===== src/rtl/seq_divider_pkg.sv =====
// seq_divider_pkg: shared state type, constants and sizing helper for the sequential divider
package seq_divider_pkg;
  typedef enum logic [1:0] {IDLE, CALC, DONE} state_t;
  localparam logic [63:0] DIV_BY_ZERO_Q = '1;
  function automatic int cnt_w(input int n);
    return n > 1 ? $clog2(n) : 1;
  endfunction
endpackage


===== src/rtl/seq_divider_div_restore_step.sv =====
// div_restore_step: one combinational restoring-division step (shift in a bit, compare, conditionally subtract)
module div_restore_step #(
  parameter int DEN_W = 4
) (
  input  logic [DEN_W-1:0] rem_in,
  input  logic             bit_in,
  input  logic [DEN_W-1:0] den,
  output logic [DEN_W-1:0] rem_out,
  output logic             q_bit
);
  logic [DEN_W:0] sh;
  always_comb begin
    sh = {rem_in, bit_in};
    q_bit = sh >= {1'b0, den};
    rem_out = DEN_W'(q_bit ? sh - {1'b0, den} : sh);
  end
endmodule


===== src/rtl/seq_divider.sv =====
// seq_divider: iterative restoring divider producing one quotient bit per clock behind valid/ready handshakes
module seq_divider
  import seq_divider_pkg::*;
#(
  parameter int NUM_W         = 6,
  parameter int DEN_W         = 4,
  parameter bit USE_CONST_DIV = 1'b1,
  parameter int CONST_DIVISOR = 12
) (
  input  logic             clk,
  input  logic             rst_n,
  input  logic             in_valid,
  output logic             in_ready,
  input  logic [NUM_W-1:0] numerator,
  input  logic [DEN_W-1:0] divisor,
  output logic             out_valid,
  input  logic             out_ready,
  output logic [NUM_W-1:0] quotient,
  output logic [DEN_W-1:0] remainder,
  output logic             div_by_zero
);
  localparam int CW = cnt_w(NUM_W);
  state_t state, state_nx;
  logic [NUM_W-1:0] num_sh;
  logic [DEN_W-1:0] den, rem, rem_nx, eff_den;
  logic [CW-1:0] cnt;
  logic q_bit, accept, zero, last;
  div_restore_step #(.DEN_W(DEN_W)) u_step (
    .rem_in (rem),
    .bit_in (num_sh[NUM_W-1]),
    .den    (den),
    .rem_out(rem_nx),
    .q_bit  (q_bit)
  );
  always_ff @(posedge clk or negedge rst_n)
    if (!rst_n) state <= IDLE;
    else state <= state_nx;
  always_comb begin
    eff_den = USE_CONST_DIV ? DEN_W'(CONST_DIVISOR) : divisor;
    accept = in_valid && state == IDLE;
    zero = eff_den == '0;
    last = cnt == '0;
    state_nx = state == IDLE ? (accept ? (zero ? DONE : CALC) : IDLE)
             : state == CALC ? (last ? DONE : CALC)
             : (out_ready ? IDLE : DONE);
  end
  always_comb begin
    in_ready = state == IDLE;
    out_valid = state == DONE;
  end
  always_ff @(posedge clk or negedge rst_n)
    if (!rst_n) begin
      num_sh <= '0;
      den <= '0;
      rem <= '0;
      cnt <= '0;
      quotient <= '0;
      remainder <= '0;
      div_by_zero <= 1'b0;
    end else if (accept) begin
      num_sh <= numerator;
      den <= eff_den;
      rem <= '0;
      cnt <= CW'(NUM_W - 1);
      if (zero) begin
        quotient <= DIV_BY_ZERO_Q[NUM_W-1:0];
        remainder <= '0;
        div_by_zero <= 1'b1;
      end
    end else if (state == CALC) begin
      num_sh <= {num_sh[NUM_W-2:0], q_bit};
      rem <= rem_nx;
      cnt <= cnt - CW'(1);
      if (last) begin
        quotient <= {num_sh[NUM_W-2:0], q_bit};
        remainder <= rem_nx;
        div_by_zero <= 1'b0;
      end
    end
endmodule


===== config.mk =====
export PLATFORM = sky130hd
export DESIGN_NAME = seq_divider
export DESIGN_NICKNAME = d
export VERILOG_FILES = /design/src/rtl/seq_divider_pkg.sv /design/src/rtl/seq_divider_div_restore_step.sv /design/src/rtl/seq_divider.sv
export SDC_FILE = /design/constraint.sdc
export NUM_CORES = 1
export LEC_CHECK = 0
export CAP_MARGIN = 20
export CORE_AREA = 2 2 40 70
export DETAILED_ROUTE_END_ITERATION = 10
export DIE_AREA = 0 0 42 72
export GPL_ROUTABILITY_DRIVEN = 1
export HOLD_SLACK_MARGIN = 0.1
export PLACE_DENSITY = 0.76
export SETUP_SLACK_MARGIN = 0.5
export SYNTH_ARGS = -nofsm -noshare
export SYNTH_HDL_FRONTEND = slang
export SYNTH_SLANG_ARGS = --single-unit

===== constraint.sdc =====
create_clock -name clk -period 3.19 [get_ports clk]
set_input_delay 0.957 -clock clk [delete_from_list [all_inputs] [get_ports clk]]
set_output_delay 0.957 -clock clk [all_outputs]
set_load 0.01 [all_outputs]

==> results of run 1 <==
==> power by group through the flow <==
| stage | Sequential [mW] | Clock [mW] | Combinational [mW] |
|---|---|---|---|
| final | 0.596 | 0.271 | 0.674 |
| after global routing | 0.614 | 0.288 | 0.766 |
| after CTS | 0.596 | 0.279 | 0.687 |
| after detailed placement | 0.603 | 0 | 0.680 |
| after global placement | 0.594 | 0 | 0.656 |
| after floorplan | 0.610 | 0 | 0.401 |
==> layout make-up <==
class	count	area share, %
tap	26	2.19
clock inverter	1	2.02
multi-input combinational	83	32.1
timing repair buffer	24	15.6
inverter	6	1.51
sequential	26	43.7
clock buffer	3	2.78
==> cell families (layout without fill, tap and decap cells) <==
group / after synthesis / after routing / synth area share, %
multiplexers: 2 / 2 / 2.14
XOR/XNOR: 1 / 1 / 0.748
AND/OR/NAND/NOR: 55 / 55 / 21.4
flip-flops: 26 / 26 / 55.6
AO/OA/AOI/OAI: 20 / 20 / 12.0
buffers and inverters: 10 / 34 / 3.63
other: 1 / 1 / 0.320
adder cells (fa/ha/maj): 4 / 4 / 4.27
==> flip-flops by register name, indices dropped and copies added (netlist names) <==
name       cells
remainder      4
num_sh         6
state          2
quotient       6
den            1
rem            4
cnt            3
==> metrics by stage <==
step / std cells / power [mW] / util, % / setup slack, ns / hold WS, ns
2_1_floorplan: 119 / 1.01 / - / 1.31 / 0.445
3_3_place_gp: 165 / 1.25 / 58.2 / 0.898 / 0.458
3_5_place_dp: 165 / 1.28 / 58.2 / 0.916 / 0.466
4_1_cts: 169 / 1.56 / 61.2 / 0.803 / 0.489
5_1_grt: 169 / 1.67 / 61.2 / 0.750 / 0.500
6_report: 169 / 1.54 / 61.2 / 0.806 / 0.480
==> Yosys cell counts, types with 2 or more instances <==
cell / number / area [um2]
nand2_1: 43 / 161
dfrtp_1: 26 / 651
a22oi_1: 6 / 45.0
inv_1: 6 / 22.5
o21ai_1: 6 / 30.0
ha_1: 4 / 50.1
o21ai_0: 4 / 20.0
nor2_1: 3 / 11.3
a21oi_1: 2 / 10.0
clkbuf_1: 2 / 7.51
nand3_1: 2 / 10.0
nor2b_1: 2 / 12.5
==> metal layers <==
metal | vias up | share of wire, % | global-route usage, %
li1 | 442 | - | -
met1 | 431 | 41 | 20.2
met2 | 13 | 54 | 31.8
met3 | 4 | 2.6 | 2.49
met4 | 0 | 1.5 | 7.17
met5 | - | 0 | 0
==> worst register-to-register path, delay by kind of cell, from the launching register on <==
kind                     cells  cell delay [ns]
multiplexers                 1             0.35
buffers and inverters        1             0.06
flip-flops                   1             0.37
adder cells (fa/ha/maj)      1             0.36
AND/OR/NAND/NOR              1             0.19
AO/OA/AOI/OAI                2             0.61
==> worst paths after layout <==
path,endpoint,from,slack (ns)
max,out_valid,state[1],0.81
min,quotient[1],quotient[1],0.48
max reg2reg,rem[2],den[2],1.18
min reg2reg,quotient[1],quotient[1],0.48
max in group asynchronous,rem[1],rst_n,1.91
min in group asynchronous,remainder[0],rst_n,1.04
==> impl_metrics.ini, run 1 <==
[outcome]
status = completed

[sta]
min_period_ns = 2.38
final_max_slew_viol_count = 0
finalSetupViolations = 0
slew_headroom_pct = 65.3
final.setup.tns_ns = 0
fin_worst_skew_ns = 0.00437
clock.fmax_mhz = 419
max_slew.worst_pin.slew_ns = 0.519
grt_setup_unrepaired = false
post-route-period-util_pct = 74.7
hold_viol = 0

[critical_path]
critical_path_arrival_ns = 1.43
critical_path.startpoint_type = flip-flop
cpMaxStageDelayCell = clkdlybuf4s50_1
path_max_fanout = 4
cp.buffers_inverters = 2
ff2ff_path_depth = 6
timing.critical_path.slowest_cell_delay_ns = 0.55
worst_path_dominant_cell_family = buffers and inverters
required_time_of_the_critical_path_ns = 2.23
critical_path_cell_count = 3
setup.worst_path.end_class = output port
path_cells = inv_1 > nor2_1 > clkdlybuf4s50_1
setup.worst_path.class = flip-flop to output port

[placement]
placement.cell_area_um2 = 1420
detailedPlacementHpwl_mm = 1.69
gp_congestion = 0.772
portBuffers = 21

[synthesis]
ys.flop_type = dfrtp_1
proportion_of_synthesized_flip_flops_having_asynchronous_set_or_reset_pct = 100
synth-seq-cells = 26
syn_avg_cell_area_um2 = 9.84
syn_area_um2 = 1170
yosys_warnings = 0
yosys.cell_types.count = 25
synth_edf_count = 0
synthesis.instances = 119
synth_fp_nets = 137
synth_seq_area_share_pct = 55.6

[final_layout]
proportion_of_layout_cells_with_a_drive_suffix_above_1_pct = 7.69
layout.cell_area.non_filler_um2 = 1490
multi_input_area_um2 = 478
nNetsFinal = 162
mostFrequentLayoutCell = nand2_1
syn2layout_area_growth_pct = 27.0
num-fill-cells = 205
sequential_cell_area_um2 = 651
insertedDiodeCount = 0
final_cell_mix = nand2_1, dfrtp_1, clkdlybuf4s50_1

[power]
cellPowerDensity_nw_per_um2 = 1040
seqPwrFrac_pct = 38.7
clkPwrFrac_pct = 17.6
ir_worst_vdd_uv = 679
combPwrFrac_pct = 43.7
sw_frac_of_total_pct = 36.2
static-leakage-power_nw = 0.718
net-switching-power_mw = 0.558
p_int_mw = 0.983

[run]
drv_cap = 0

[die]
initial_core_util_pct = 48.1
design.die.area_um2 = 3020
io_pins = 27
placement_rows = 24
coreArea_um2 = 2430
die-height_um = 72
fp.dieW_um = 42

[cts]
cts_hold_repair.buffers = 0
clk_latency_ns = 0.27
cts_buffers = 3
maximum_buffer_depth_of_the_clock_tree = 2
cts_htree_levels = 1
post_cts.resized_instances = 0
clkSlewWorstSetupHoldPaths_ns = 0.09
clock-root-buffer = clkbuf_8
cts_setup_buffers = 0
clkSinkCount = 26
cts_tree = done

[global_route]
track_usage_pct = 17.5
antenna_violations_before_repair = 0
grt_pass1_wl_mm = 4.09
first_global_vias = 912
grt_start_max_net_pins = 27
grt_remaining_overflow = 0

[drt]
drt_pass1_iterations = 4
drt_drc_violations_left = 0
num_vias = 890
detail_route.wl_per_cell_um = 13.4
detailedRoute.firstIterationViolations = 31
via_per_inst = 5.27
ant_nets = 0
route.final.wire_length_mm = 2.26

[min_path]
holdPathStages = 2
hold_class = flip-flop to flip-flop
Power figures use the tool's default switching activity.
==> run 2: changes to the inputs <==
Settings changed: CORE_AREA 2 2 40 70 to 2 2 41 71, DIE_AREA 0 0 42 72 to 0 0 43 73, PLACE_DENSITY 0.76 to 0.74.
Clock period 3.19 ns to 2.2 ns, I/O delays scaled along.
==> impl_metrics.ini, run 2 (same netlist as run 1, synthesis figures left out) <==
[placement]
gp_congestion = 0.736
detailedPlacementHpwl_mm = 1.73
place_inst = 166
portBuffers = 21

[critical_path]
rr_endpoint = rem[2]
setup.worst_path.class = flip-flop to flip-flop
setup.worst_path.end_class = flip-flop
ff2ff_path_depth = 6
critical_path.startpoint_type = flip-flop
path_max_fanout = 4
worstReg2RegStart = den[2]
required_time_of_the_critical_path_ns = 2.40
critical_path_arrival_ns = 2.02
ff2ff_setup_slack_ns = 0.39

[die]
coreArea_um2 = 2630
design.die.area_um2 = 3140
fp.dieW_um = 43
die-height_um = 73
placement_rows = 25
initial_core_util_pct = 44.6
io_pins = 27

[drt]
detail_route.wl_per_cell_um = 13.9
via_per_inst = 5.10
route.final.wire_length_mm = 2.54
detailedRoute.firstIterationViolations = 36
ant_nets = 0
num_vias = 933
drt_drc_violations_left = 0
drt_pass1_iterations = 4

[run]
drv_cap = 0

[cts]
cts_tree = done
cts_htree_levels = 1
clkSlewWorstSetupHoldPaths_ns = 0.09
cts_buffers = 3
clock-root-buffer = clkbuf_8
clkSinkCount = 26
maximum_buffer_depth_of_the_clock_tree = 2
clk_latency_ns = 0.27

[final_layout]
nNetsFinal = 175
final_cell_mix = nand2_1, dfrtp_1, buf_4
num-fill-cells = 225
final_cell_count_no_fill = 183
syn2layout_area_growth_pct = 36.5
layout.core_utilization_pct = 60.9
mostFrequentLayoutCell = nand2_1
insertedDiodeCount = 0
proportion_of_layout_cells_with_a_drive_suffix_above_1_pct = 21.8
layout_top_registers = num_sh x6, quotient x6

[global_route]
antenna_violations_before_repair = 0
first_global_vias = 989
track_usage_pct = 18.7
grt_pass1_wl_mm = 4.42
grt_remaining_overflow = 0
grt_start_max_net_pins = 27

[power]
cellPowerDensity_nw_per_um2 = 1500
sw_frac_of_total_pct = 36.8
p_int_mw = 1.51
ir_worst_vdd_uv = 771
seqPwrFrac_pct = 36.3
combPwrFrac_pct = 47.2
report.power.total_mw = 2.40
clkPwrFrac_pct = 16.5
net-switching-power_mw = 0.883
static-leakage-power_nw = 0.814

[sta]
fin_worst_skew_ns = 0.00450
fin_hold_ws_ns = 0.471
grt_setup_unrepaired = true
final.setup.tns_ns = 0
final_max_slew_viol_count = 0
finalSetupViolations = 0
post-route-period-util_pct = 82.3
min_period_ns = 1.81
hold_viol = 0
clock.fmax_mhz = 552

[min_path]
hold_class = flip-flop to flip-flop
hold_path.startpoint = remainder[1]
worstHoldEndpoint = remainder[1]
holdPathStages = 2

[outcome]
status = completed
-- run 2: cell count changes in the layout (fill, tap and decap cells not counted), moves of 2 or more --
| cell | previous run | this run |
|---|---|---|
| nor2_1 | 3 | 1 |
| dlygate4sd2_1 | 0 | 10 |
| inv_1 | 6 | 4 |
| nor2_2 | 0 | 2 |
| ha_1 | 4 | 2 |
| ha_4 | 0 | 2 |
| clkdlybuf4s50_1 | 21 | 9 |
| buf_4 | 3 | 16 |
| inv_2 | 0 | 2 |
-- run 2: worst max path at each step --
stage | cells past startpoint | to | from
4_1_cts | 6 | remainder[2] | den[2]
2_1_floorplan | 6 | remainder[2] | den[2]
5_1_grt | 6 | remainder[2] | den[2]
3_5_place_dp | 5 | num_sh[0] | in_valid
3_3_place_gp | 5 | num_sh[0] | in_valid
6_report | 6 | rem[2] | den[2]
-- run 2: critical path, cell delays in order (launching register included) --
cell	delay, ns
dfrtp_1	0.43
inv_2	0.10
ha_4	0.20
nor4bb_4	0.15
a2111oi_4	0.40
mux2_4	0.35
o21ai_1	0.11
-- run 2: cell type report --
type / instances / area (um2) / area share (%)
inverters: 6 / 22.5 / 1.41
clock inverters: 1 / 30.0 / 1.88
clock buffers: 3 / 41.3 / 2.58
repair buffers: 37 / 308 / 19.2
well taps: 27 / 33.8 / 2.11
multi-input cells: 83 / 513 / 32.1
flip-flops and latches: 26 / 651 / 40.7
-- run 2: timing repair --
action                                 in CTS  in global routing
buffers inserted                           13                  0
hold buffers                                0                  0
pin swaps                                   4                  0
setup endpoints to repair                  16                  9
endpoints found under the hold margin       0                  0
gates resized for setup                    19                  7
gates cloned                                0                  0
-- run 2: through the flow --
stage	worst slack, ns	cell area, um2
floorplan	0.511	1170
global placement	0.219	1420
detailed placement	0.215	1420
CTS	0.396	1590
global route	0.288	1600
finish	0.388	1600
-- run 2: power groups by stage --
stage,Clock [mW],Combinational [mW],Sequential [mW]
finish,0.396,1.13,0.870
global route,0.425,1.26,0.903
CTS,0.408,1.10,0.865
detailed placement,0,0.986,0.880
global placement,0,0.954,0.862
floorplan,0,0.580,0.884
-- run 2: metal layers --
metal | track usage, % | vias up | wire length, um
li1 | - | 461 | -
met1 | 22.0 | 448 | 1030
met2 | 33.0 | 17 | 1370
met3 | 2.23 | 7 | 65
met4 | 9.09 | 0 | 67
met5 | 0 | - | 0
==> run 3: changes to the inputs <==
Settings changed: CORE_AREA 2 2 41 71 to 2 2 42 74, DIE_AREA 0 0 43 73 to 0 0 44 76, PLACE_DENSITY 0.74 to 0.72.
Clock period 2.2 ns to 1.5 ns, I/O delays scaled along.
==> impl_metrics.ini, run 3 (same netlist as run 1, synthesis figures left out) <==
[outcome]
status = finished, violations left
violations = negative setup slack

[critical_path]
cpMaxStageDelayCell = dfrtp_1
setup.worst_path.end_class = flip-flop
cp.buffers_inverters = 1
setup.worst_path.class = flip-flop to flip-flop
timing.critical_path.slowest_cell_delay_ns = 0.41
path_cells = inv_2 > ha_4 > nor4bb_4 > a2111oi_4 > mux2_4 > o21ai_2
ff2ff_path_depth = 6
worstReg2RegStart = den[2]
critical_path_cell_count = 6
critical_path_arrival_ns = 1.95
path_max_fanout = 3
ff2ff_setup_slack_ns = -0.24
critical_path.startpoint_type = flip-flop
required_time_of_the_critical_path_ns = 1.71
crit_path_end = rem[2]
worst_path_dominant_cell_family = compound AO/OA/AOI/OAI gates
crit_path_start = den[2]
rr_endpoint = rem[2]

[sta]
fin_worst_skew_ns = 0.000877
finalWorstSetupSlack_ns = -0.244
clock.fmax_mhz = 573
post-route-period-util_pct = 116
grt_setup_unrepaired = true
finalSetupViolations = 6
fin_hold_ws_ns = 0.441
final_max_slew_viol_count = 0
min_period_ns = 1.74
hold_viol = 0
final.setup.tns_ns = -1.01

[run]
drv_cap = 0

[final_layout]
layout_top_registers = num_sh x6, quotient x6
proportion_of_layout_cells_with_a_drive_suffix_above_1_pct = 58.1
layout.core_utilization_pct = 70.0
syn2layout_area_growth_pct = 67.3
insertedDiodeCount = 0
mostFrequentLayoutCell = dfrtp_1
nNetsFinal = 191
final_cell_mix = dfrtp_1, nand2_1, buf_4

[die]
fp.dieW_um = 44
initial_core_util_pct = 41.9
io_pins = 27
placement_rows = 26
design.die.area_um2 = 3340
die-height_um = 76
coreArea_um2 = 2800

[global_route]
grt_remaining_overflow = 0
grt_start_max_net_pins = 22
track_usage_pct = 20.7
first_global_vias = 1115
antenna_violations_before_repair = 0
grt_pass1_wl_mm = 5.19

[power]
static-leakage-power_nw = 0.926
report.power.total_mw = 4.56
cellPowerDensity_nw_per_um2 = 2330
ir_worst_vdd_uv = 1580

[drt]
via_per_inst = 5.34
drt_drc_violations_left = 0
drt_pass1_iterations = 4
route.final.wire_length_mm = 3.37
ant_nets = 0
detail_route.wl_per_cell_um = 16.9
num_vias = 1068
detailedRoute.firstIterationViolations = 22

[placement]
portBuffers = 21
detailedPlacementHpwl_mm = 2.02
gp_congestion = 0.787
placement.setup.worst_slack_ns = -0.223

[cts]
cts_htree_levels = 1
clock-root-buffer = clkbuf_8
clkSlewWorstSetupHoldPaths_ns = 0.09
maximum_buffer_depth_of_the_clock_tree = 2
clkSinkCount = 26
cts_hold_repair.buffers = 0
cts_buffers = 3
cts_tree = done
clk_latency_ns = 0.28

[min_path]
hold_class = input port to asynchronous set/reset pin
-- run 3: changes by cell type in the layout (fill, tap and decap cells not counted), sizes merged --
cell           change
buf               +26
clkbuf             -1
clkdlybuf4s50      -1
dlygate4sd2        -9
nand2              +1
-- run 3: layer usage --
layer	track usage, %	share of wire [%]	vias to the layer above
met3	2.37	3.3	15
met1	23.8	36	522
met4	12.1	4.6	0
met2	34.9	56	32
met5	0	0	-
li1	-	-	499
-- run 3: how the worst min path moves through the flow --
stage,endpoint,slack [ns],cells past startpoint,from
floorplan,cnt[0],0.15,0,rst_n
global placement,quotient[1],0.45,2,quotient[1]
detailed placement,remainder[0],0.46,2,remainder[0]
CTS,cnt[1],0.45,1,rst_n
global route,cnt[1],0.45,1,rst_n
finish,state[1],0.44,1,rst_n
-- run 3: through the flow --
stage                     instances  cell area, um2
after CTS                       195            1820
after detailed placement        178            1580
after global placement          178            1580
final                           200            1960
after floorplan                 119            1240
after global routing            200            1960
-- run 3: worst reg2reg max path, delay by kind of cell (launching register included) --
family / cells / cell delay [ns]
multiplexers: 1 / 0.35
flip-flops: 1 / 0.41
AND/OR/NAND/NOR: 1 / 0.16
buffers and inverters: 1 / 0.07
AO/OA/AOI/OAI: 2 / 0.42
adder cells (fa/ha/maj): 1 / 0.26
-- run 3: final cells by class --
type	instances	area, um2
clock inverters	1	30.0
clock buffers	3	41.3
repair buffers	52	454
fillers	187	838
well taps	28	35.0
multi-input cells	84	723
flip-flops and latches	26	653
inverters	6	22.5
-- run 3: power by group --
part / internal [mW] / total [mW] / switching, mW / leakage (nW)
clock network: 0.358 / 0.585 / 0.228 / 0.0357
logic: 1.37 / 2.64 / 1.27 / 0.573
registers: 1.03 / 1.34 / 0.303 / 0.317
total: 2.76 / 4.56 / 1.80 / 0.926
-- run 3: timing repair --
item                       in CTS  in global routing
gates cloned                    1                  0
setup endpoints to repair      37                 38
pin swaps                       6                 20
hold endpoints to repair        0                  0
resized for setup              85                 29
buffers inserted               12                  5
